## src/rtl/pc_branch_unit.sv

```systemverilog
// Program counter and branch resolution for the accumulator processor: sequential
// fetch, LUT-based absolute branch targets, halt, and a saturating retire counter.
module pc_branch_unit #(
  parameter int PC_W       = 10,
  parameter int LUT_DEPTH  = 16,
  parameter int START_ADDR = 0,
  parameter int CNT_W      = 16
) (
  input  logic                         CLK,
  input  logic                         reset,
  input  logic                         start,
  input  logic                         halt_in,
  input  logic                         branch_en,
  input  logic                         zero_in,
  input  logic [$clog2(LUT_DEPTH)-1:0] branch_sel,
  input  logic                         lut_wr_en,
  input  logic [$clog2(LUT_DEPTH)-1:0] lut_wr_idx,
  input  logic [PC_W-1:0]              lut_wr_data,
  output logic [PC_W-1:0]              pc_out,
  output logic                         running_out,
  output logic                         done_out,
  output logic [CNT_W-1:0]             retired_out
);

  localparam logic [PC_W-1:0] START_PC = PC_W'(START_ADDR);

  typedef enum logic [1:0] {
    IDLE   = 2'd0,
    RUN    = 2'd1,
    HALTED = 2'd2
  } state_t;

  state_t            state_q, state_d;
  logic [PC_W-1:0]   pc_q, pc_d;
  logic [CNT_W-1:0]  retired_q, retired_d;
  logic [PC_W-1:0]   lut_q [LUT_DEPTH];
  logic [PC_W-1:0]   target;
  logic [CNT_W-1:0]  retired_inc;

  // Reads see the pre-write contents, so a same-cycle write is visible next cycle.
  assign target      = lut_q[branch_sel];
  assign retired_inc = (retired_q == {CNT_W{1'b1}}) ? retired_q : retired_q + CNT_W'(1);

  always_ff @(posedge CLK or posedge reset) begin
    if (reset) begin
      for (int i = 0; i < LUT_DEPTH; i++) lut_q[i] <= '0;
    end else if (lut_wr_en) begin
      lut_q[lut_wr_idx] <= lut_wr_data;
    end
  end

  always_ff @(posedge CLK or posedge reset) begin
    if (reset) begin
      state_q   <= IDLE;
      pc_q      <= START_PC;
      retired_q <= '0;
    end else begin
      state_q   <= state_d;
      pc_q      <= pc_d;
      retired_q <= retired_d;
    end
  end

  always_comb begin
    state_d   = state_q;
    pc_d      = pc_q;
    retired_d = retired_q;
    case (state_q)
      IDLE, HALTED: begin
        if (start) begin
          state_d   = RUN;
          pc_d      = START_PC;
          retired_d = '0;
        end
      end
      RUN: begin
        if (start) begin
          pc_d      = START_PC;
          retired_d = '0;
        end else if (halt_in) begin
          state_d   = HALTED;
          retired_d = retired_inc;
        end else begin
          pc_d      = (branch_en && zero_in) ? target : pc_q + PC_W'(1);
          retired_d = retired_inc;
        end
      end
      default: state_d = IDLE;
    endcase
  end

  always_comb begin
    pc_out      = pc_q;
    retired_out = retired_q;
    running_out = (state_q == RUN);
    done_out    = (state_q == HALTED);
  end

endmodule
```

## config.mk

```make
export PLATFORM = sky130hd
export DESIGN_NAME = pc_branch_unit
export DESIGN_NICKNAME = d
export VERILOG_FILES = /design/src/rtl/pc_branch_unit.sv
export SDC_FILE = /design/constraint.sdc
export NUM_CORES = 1
export LEC_CHECK = 0
export CAP_MARGIN = 20
export CORE_UTILIZATION = 60
export CTS_CLUSTER_SIZE = 30
export DETAILED_ROUTE_END_ITERATION = 10
export GPL_ROUTABILITY_DRIVEN = 1
export GPL_TIMING_DRIVEN = 0
export PLACE_DENSITY = 0.88
export SYNTH_ARGS = -nofsm -noshare
export SYNTH_HDL_FRONTEND = slang
export SYNTH_SLANG_ARGS = --single-unit
```

## constraint.sdc

```tcl
create_clock -name CLK -period 9.1 [get_ports CLK]
set_clock_uncertainty 0.1 [all_clocks]
set_input_delay 1.82 -clock CLK [delete_from_list [all_inputs] [get_ports CLK]]
set_output_delay 1.82 -clock CLK [all_outputs]
set_load 0.1 [all_outputs]
```

# After elaboration in Yosys (flattened, before gate mapping)
# Index checks and enable logic that the tools add are counted.
dict set report op_classes {
  addsub 2
  n_mul 0
  div 0
  magnitude_cmp 3
  n_eq_ne 8
  n_shift 0
  n_mux 19
  bitwise_logic 2
  n_reduce_logical 8
}
# cell count
set op_table {}
lappend op_table {{bitwise mux 160 bit} 1}
lappend op_table {{2-to-1 mux 10 bit} 7}
lappend op_table {{2-to-1 mux 16 bit} 3}
lappend op_table {{binary-select mux 10 bit (select 4 bit)} 1}
lappend op_table {{demux 10 bit (select 4 bit)} 1}
lappend op_table {{case mux 16 bit (2 select lines)} 1}
lappend op_table {{case mux 10 bit (2 select lines)} 1}
lappend op_table {{adder 16 x 1 -> 16 bit (second input constant)} 1}
lappend op_table {{equality test 16 bit (second input constant)} 1}
lappend op_table {{adder 10 x 1 -> 10 bit (second input constant)} 1}
lappend op_table {{greater-or-equal comparator 5 bit (second input constant)} 2}
lappend op_table {{inverter 4 -> 5 bit} 2}
lappend op_table {{AND reduction 3 bit} 3}
lappend op_table {{2-to-1 mux 2 bit} 3}
lappend op_table {{inequality test 2 bit (second input constant)} 3}
lappend op_table {{inequality test 3 bit (second input constant)} 2}
lappend op_table {{less-than comparator 5 x 1 -> 1 bit (second input constant)} 1}
lappend op_table {{case mux 2 bit (2 select lines)} 1}
lappend op_table {{equality test 2 x 1 -> 1 bit (second input constant)} 1}
lappend op_table {{equality test 2 bit (second input constant)} 1}
lappend op_table {{logical AND 1 bit} 2}
lappend op_table {{zero test 2 bit} 1}
lappend op_table {{nonzero test 2 bit} 1}
lappend op_table {{OR reduction 2 bit} 1}
dict set report word_totals {
  reg_bits 188
  latchBits 0
  ramBits 0
  mem_bits_ro 0
  out_inout_bits 28
  n_memories 0
}

# Logic depth before layout (Yosys ltp)
# Gate-level depths: netlist (run 1).
dict set report logic_depth {
  depth_word 8
  depth_mapped 8
  mapped_depth_nobuf 6
}

# Worst setup path after synthesis (run 1)
# OpenSTA, ideal clock, no wires.
dict set report synth_path {
  path_type {reg2out}
  from {register state_q[0]}
  to {output port running_out}
  arrival_time_ns 1.883
  required_ns 7.180
  setup_slack_ns 5.297
  path_stages_with_launch 2
  path_cell_list {dfrtp_1 > nor2b_1}
}
dict set report synth_via {
  elab_chain_len 1
}
# element line_no
set synth_rtl {}
lappend synth_rtl {{start: declaration} 33} ;# state_t state_q, state_d;
lappend synth_rtl {{start signal: assignment} 58} ;# state_q <= state_d;
lappend synth_rtl {{equality test 2 x 1 -> 1 bit} 95} ;# running_out = (state_q == RUN);
lappend synth_rtl {{end: declaration} 20} ;# output logic running_out,
# No other way between the ends.

# Worst setup path in the final report (run 1)
# Ends and elaborated chain as after synthesis.

==> run metrics, run 1 <==
Tot GR Track Use=0.299; Pwr Density=222 nW/um^2; clock-pin slew on the worst setup and hold paths=0.06 ns; Slew HR=0.327; critical path type=register to primary output; pre-CTS worst setup slack=4.96 ns; Distinct cells, synth=54; post-cts resize count=0; Slew Viols, Final=0; CTS tree=built; Yosys reg bits=188; worst skew pair latency=0.44 ns; largest fanout on the critical path=8; top cells by area, synth=dfrtp_1 (52%), mux2_2 (21%), mux4_2 (6.5%), mux4_1 (2.6%), mux2i_1 (1.6%); die area=15,500 sq um; register area share after synthesis=0.521; fmax=0.229 GHz; Setup Viol. Count Final=0; num rows=44; Clock Root Buffer=clkbuf_16; Worst Hold Class=register to register; hpwl dp=14,100 um; Synth Area in Compound Gates=0.0493; top_reg_cell synth=dfrtp_1; vias per cell=6.60; startpoint types=register; largest net degree at the start of global routing=123; reg2reg end=retired_out[12]; r2r setup slk=6.96 ns; run status=finished clean; Via Count=6,062; Final Critical Period=4.37 ns; Avg WL per Cell=23.7 um; Die Y=125 um; die width=125 um; Layout area overhead=14.9%; total CTS buffers=17; I/O pin cnt=53; Crit. Startpoint=state_q[0]; largest family of logic cells by synthesized area=multiplexers; Post-Syn Nets=682; antenna violations before repair=1; top cell type by total area after synthesis=dfrtp_1; Synth warnings=0; Post-CTS Repair Setup Buffers=0; Nets=749; Sum Neg Setup Slack=0 ns; ANT nets after route=0; share of cells above drive strength 1=0.350; Req. time, crit path=7.18 ns; RSZ-0062 raised after global routing=no; Post-synth ARST share=1.00; number of H-tree levels=4; clock sinks=188; leak pwr=0.00440 uW; Critical Path End=running_out; Synth top area share=0.521; reg2reg start=retired_out[0]; GP Congestion=0.880; GRT Residual Overflow=0; drt first pass iters=7; Post-Synth Simple-Gate Area=0.0805; Clock Path Buffers=2; vias in the first global route=6,313; placeable core area=14,600 sq um; Port Buf Inserts=47; Iteration-0 DRC Markers=565; Final Hold Fails=0; Post-Syn Area=9030 sq um; EDFF count, synth=0; critical path endpoint category=primary output; Final period util=0.480; syn avg cell area=13.8 sq um; total of max-cap violations=0; mux contribution to synthesized area=0.314; Ant. Diodes=0; routed wire length=21,800 um; Synth Instances=655; drc violations=0; post-synthesis xor/xnor area fraction=0.00970; initial core utilization=0.619; CTS hold repair buffers=0; adder-cell share of the synthesized area=0.00277; Slew @ Worst Pin=1.01 ns; critical path arrival=2.45 ns; first-pass GRT wire length=35,200 um; FF-to-FF path depth=6; worst setup margin=4.73 ns; Worst IR Drop VDD=147 uV
-- registers in the layout (all words and copies together) (netlist names) --
| signal | flops |
|---|---|
| pc_out | 10 |
| retired_out | 16 |
| state_q | 2 |
| lut_q | 160 |
-- layout make-up --
type / instances / area [sq um]
multi-input cells: 424 / 4120
clock buffers: 21 / 480
clock inverters: 11 / 134
inverters: 4 / 22.5
flip-flops and latches: 188 / 4700
repair buffers: 48 / 498
fillers: 901 / 4210
plain buffers: 39 / 195
well taps: 184 / 230
-- report_power, final --
group / internal, uW / switching (uW) / total, uW
clock: 438 / 329 / 767
combinational: 235 / 195 / 430
sequential: 1010 / 99.2 / 1100
-- placed cells by master, fill, tap and decap left out, drive strengths merged, types with 4 or more instances in the layout --
cell,Yosys,layout
dfrtp,188,188
mux2,166,166
clkdlybuf4s50,0,47
clkbuf,24,45
mux4,35,35
nor2,29,29
nand2,26,26
nand3,20,20
buf,15,16
a21oi,15,15
mux2i,14,14
nor3,11,11
o21ai,10,10
and3,9,9
xor2,9,9
nor2b,8,8
o31ai,8,8
nand3b,6,6
inv,4,6
nand2b,5,5
and2,4,4
a22o,4,4
nand4,4,4
or3,4,4
o2111ai,4,4
clkinv,0,4
-- cells by family after synthesis --
logic type,count (synthesis)
fa+ha+maj,2
xor+xnor,10
flops,188
mux,215
simple gates,136
compound gates,61
buf+inv,43
-- cells in the mapped netlist (all sizes together) (6+ instances only) --
cell,n
dfrtp,188
mux2,166
mux4,35
nor2,29
nand2,26
clkbuf,24
nand3,20
a21oi,15
buf,15
mux2i,14
nor3,11
o21ai,10
and3,9
xor2,9
nor2b,8
o31ai,8
nand3b,6
-- stage by stage --
| stage | instance area [sq um] | hold slack [ns] | util | total power, uW | std cells |
|---|---|---|---|---|---|
| 2_1_floorplan | 9030 | 0.370 | - | 1410 | 655 |
| 3_3_place_gp | 9730 | 0.380 | 0.667 | 1490 | 886 |
| 3_5_place_dp | 9770 | 0.387 | 0.669 | 1540 | 887 |
| 4_1_cts | 10400 | 0.402 | 0.712 | 2300 | 919 |
| 5_1_grt | 10400 | 0.407 | 0.712 | 2390 | 919 |
| 6_report | 10400 | 0.404 | 0.712 | 2300 | 919 |
-- routing by layer --
layer | global-route usage | up-vias | wire length (um) | part of all wire
met1 | 0.391 | 3166 | 9060 | 0.42
li1 | - | 2584 | - | -
met4 | 0.116 | 0 | 558 | 0.026
met5 | 0 | - | 0 | 0
met2 | 0.487 | 263 | 10700 | 0.49
met3 | 0.0683 | 49 | 1430 | 0.066
-- worst min path at each step --
| stage | start | to | slack [ns] | cells after the start |
|---|---|---|---|---|
| floorplan | lut_q[146] | lut_q[146] | 0.37 | 1 |
| global placement | lut_q[76] | lut_q[76] | 0.38 | 1 |
| detailed placement | lut_q[73] | lut_q[73] | 0.39 | 1 |
| CTS | lut_q[149] | lut_q[149] | 0.40 | 1 |
| global route | lut_q[149] | lut_q[149] | 0.41 | 1 |
| finish | lut_q[149] | lut_q[149] | 0.40 | 1 |
-- critical path, stage by stage (launching register included) --
cell	delay, ns
dfrtp_1	0.44
nor2b_1	0.37
clkdlybuf4s50_1	1.21
No activity file was read; power rests on OpenSTA's default activity.
==> run 2: changes to the inputs <==
- clock period: 9.1 -> 4.05 ns (I/O delays scaled with it)
==> run 2 against run 1 <==
Against the previous run: global-route usage rose by 0.097 points; die area did not move; clock-buffer cell count rose by 2; sequential power rose by 120%; sequential share of layout area fell by 0.065 points; hold slack got worse by 0.0042 ns; routed wire length barely moved; via count fell by 0.38%; final area rose by 0.14%; total power rose by 120%; core utilization rose by 0.10 points; first-iteration DRC count fell by 12%.
==> run metrics, run 2 (synthesized netlist as in run 1, its figures left out) <==
power share of the combinational group=0.190 (+0.003); placeable core area=14,600 sq um (unchanged); fmax=0.296 GHz; die area=15,500 sq um (unchanged); Clock Path Buffers=2 (unchanged); drt first pass iters=5 (-2); hpwl dp=14,500 um (+3.2%); Avg WL per Cell=23.6 um (-0.39%); ANT nets after route=0 (unchanged); global routing usage on met1=0.400 (+0.00853); num rows=44 (unchanged); startpoint types=register; Iteration-0 DRC Markers=497 (-12%); total CTS buffers=17 (unchanged); fill count=934 (+3.7%); commonest non-fill, non-tap cell in the layout=dfrtp_1; most frequent cells in the layout=dfrtp_1 (188), mux2_2 (166), clkdlybuf4s50_1 (47); multi-input logic area=4120 sq um (unchanged); worst skew pair latency=0.44 ns (about the same); run status=finished clean; Tot GR Track Use=0.300 (+0.000974); total net switching power=1370 uW (+120%); Internal Power=3740 uW (+120%); clock-pin slew on the worst setup and hold paths=0.07 ns (about the same); leak pwr=0.00441 uW (+0.16%); clock share of power=0.325 (-0.008); Nets=752 (+0.40%); routed wire length=21,800 um (about the same); crit path cell chain=nor2b_1 > clkdlybuf4s50_1; CTS tree=built; share of cells above drive strength 1=0.347 (-0.00278); final std cells w/o fill=922 (+0.33%); Slew @ Worst Pin=0.971 ns (-0.0386 ns); number of H-tree levels=4 (unchanged); Layout area overhead=15.1%; antenna violations before repair=0 (-1); die width=125 um (unchanged); Worst IR Drop VDD=379 uV (+160%); largest fanout on the critical path=8 (unchanged); GRT Residual Overflow=0 (unchanged); Sequential Area=4700 sq um (unchanged); Req. time, crit path=3.14 ns (-4.04 ns); Post-CTS Repair Setup Buffers=0 (unchanged); Via Count=6,039 (-0.38%); clock sinks=188 (unchanged); Pwr Density=491 nW/um^2 (+120%); critical path type=register to primary output; vias in the first global route=6,363 (+0.79%); critical path endpoint category=primary output; largest register by flop count=lut_q; Slew Viols, Final=0 (unchanged); post-route cell area=10,400 sq um (+0.14%); Setup Viol. Count Final=0 (unchanged); Final period util=0.835; slowest stage delay, CP=1.21 ns (about the same); grt met2 use=0.494 (+0.00715); Die Y=125 um (unchanged); RSZ-0062 raised after global routing=no; Final Hold Fails=0 (unchanged); CTS hold repair buffers=0 (unchanged); max reg flops=160 (unchanged); fin util=0.713 (+0.00103); total of max-cap violations=0 (unchanged); Ant. Diodes=0 (unchanged); initial core utilization=0.619 (unchanged); Slew HR=0.350 (+0.0237); I/O pin cnt=53 (unchanged); Placed Cells=890 (+0.34%); Clock Root Buffer=clkbuf_16; switching portion of total power=0.268 (-0.00316); Worst Hold Class=register to register; global routing met3 resource utilization=0.0610 (-0.00730); Port Buf Inserts=47 (unchanged); Flop pwr share=0.484 (+0.004); total power=5100 uW (+120%); r2r setup slk=1.95 ns (-5.01 ns); GP Congestion=0.864 (-1.8%); largest net degree at the start of global routing=48 (-61%); GRT Max-Usage Layer=met2; drc violations=0 (unchanged); DP Area=9820 sq um (+0.50%); critical path arrival=2.47 ns (+0.02 ns); post-cts resize count=0 (unchanged); vias per cell=6.55 (-0.70%); first-pass GRT wire length=35,400 um (+0.61%); Final Critical Period=3.38 ns; CP max-delay cell=clkdlybuf4s50_1
==> run 2: cell count changes in the layout (fill, tap and decap cells not counted) <==
cell	before	now
buf_12	1	5
buf_16	1	0
clkbuf_1	24	28
clkbuf_8	4	2
clkinv_2	1	2
clkinvlp_4	3	2
inv_8	2	0
==> run 2: final timing paths <==
path,startpoint,end,depth (start not counted)
worst max-delay path,state_q[0],running_out,2
worst min-delay path,lut_q[49],lut_q[49],1
worst max register to register,retired_out[0],retired_out[12],6
worst min register to register,lut_q[49],lut_q[49],1
max in group asynchronous,reset,lut_q[111],5
min in group asynchronous,reset,lut_q[145],2
==> run 2: power groups by stage <==
| stage | Clock (uW) | Sequential [uW] | Combinational (uW) |
|---|---|---|---|
| 3_3_place_gp | 0 | 2450 | 905 |
| 4_1_cts | 1660 | 2460 | 975 |
| 2_1_floorplan | 0 | 2480 | 691 |
| 6_report | 1660 | 2470 | 972 |
| 5_1_grt | 1740 | 2510 | 1040 |
| 3_5_place_dp | 0 | 2490 | 965 |
==> run 2: layout make-up <==
| type | count | area share |
|---|---|---|
| Tap cell | 184 | 0.0221 |
| Timing Repair Buffer | 51 | 0.0530 |
| Clock buffer | 23 | 0.0450 |
| Sequential cell | 188 | 0.453 |
| Multi-Input combinational cell | 424 | 0.396 |
| Clock inverter | 9 | 0.0108 |
| Buffer | 39 | 0.0188 |
| Inverter | 4 | 0.00181 |
==> run 2: stage by stage <==
step                worst slack [ns]  hold WS [ns]  TNS (ns)
floorplan                      0.720         0.370         0
global placement              -0.481         0.379    -87.68
detailed placement             0.870         0.387         0
CTS                            0.695         0.401         0
global route                   0.609         0.416         0
finish                         0.670         0.400         0
==> run 2: critical path, delay by kind of cell, from the launching register on <==
| kind | cells | cell delay, ns |
|---|---|---|
| simple gates | 1 | 0.39 |
| buf+inv | 1 | 1.21 |
| flops | 1 | 0.43 |
==> run 2: metal layers <==
layer	vias to the layer above	wire (um)
met2	258	10800
met1	3139	9200
met4	0	435
met3	42	1300
met5	-	0
li1	2600	-
==> run 3: changes to the inputs <==
- clock period: 4.05 -> 3.43 ns (I/O delays scaled with it)
==> results of run 3 <==
The final DEF is identical to that of run 2. Status: finished clean.
Main changes from that run: setup slack after placement 0.870 ns -> 0.374 ns; setup slack after layout 0.670 ns -> 0.174 ns; register-to-register setup slack 1.95 ns -> 1.33 ns; total power 5100 uW -> 6030 uW; worst IR drop on VDD 379 uV -> 448 uV
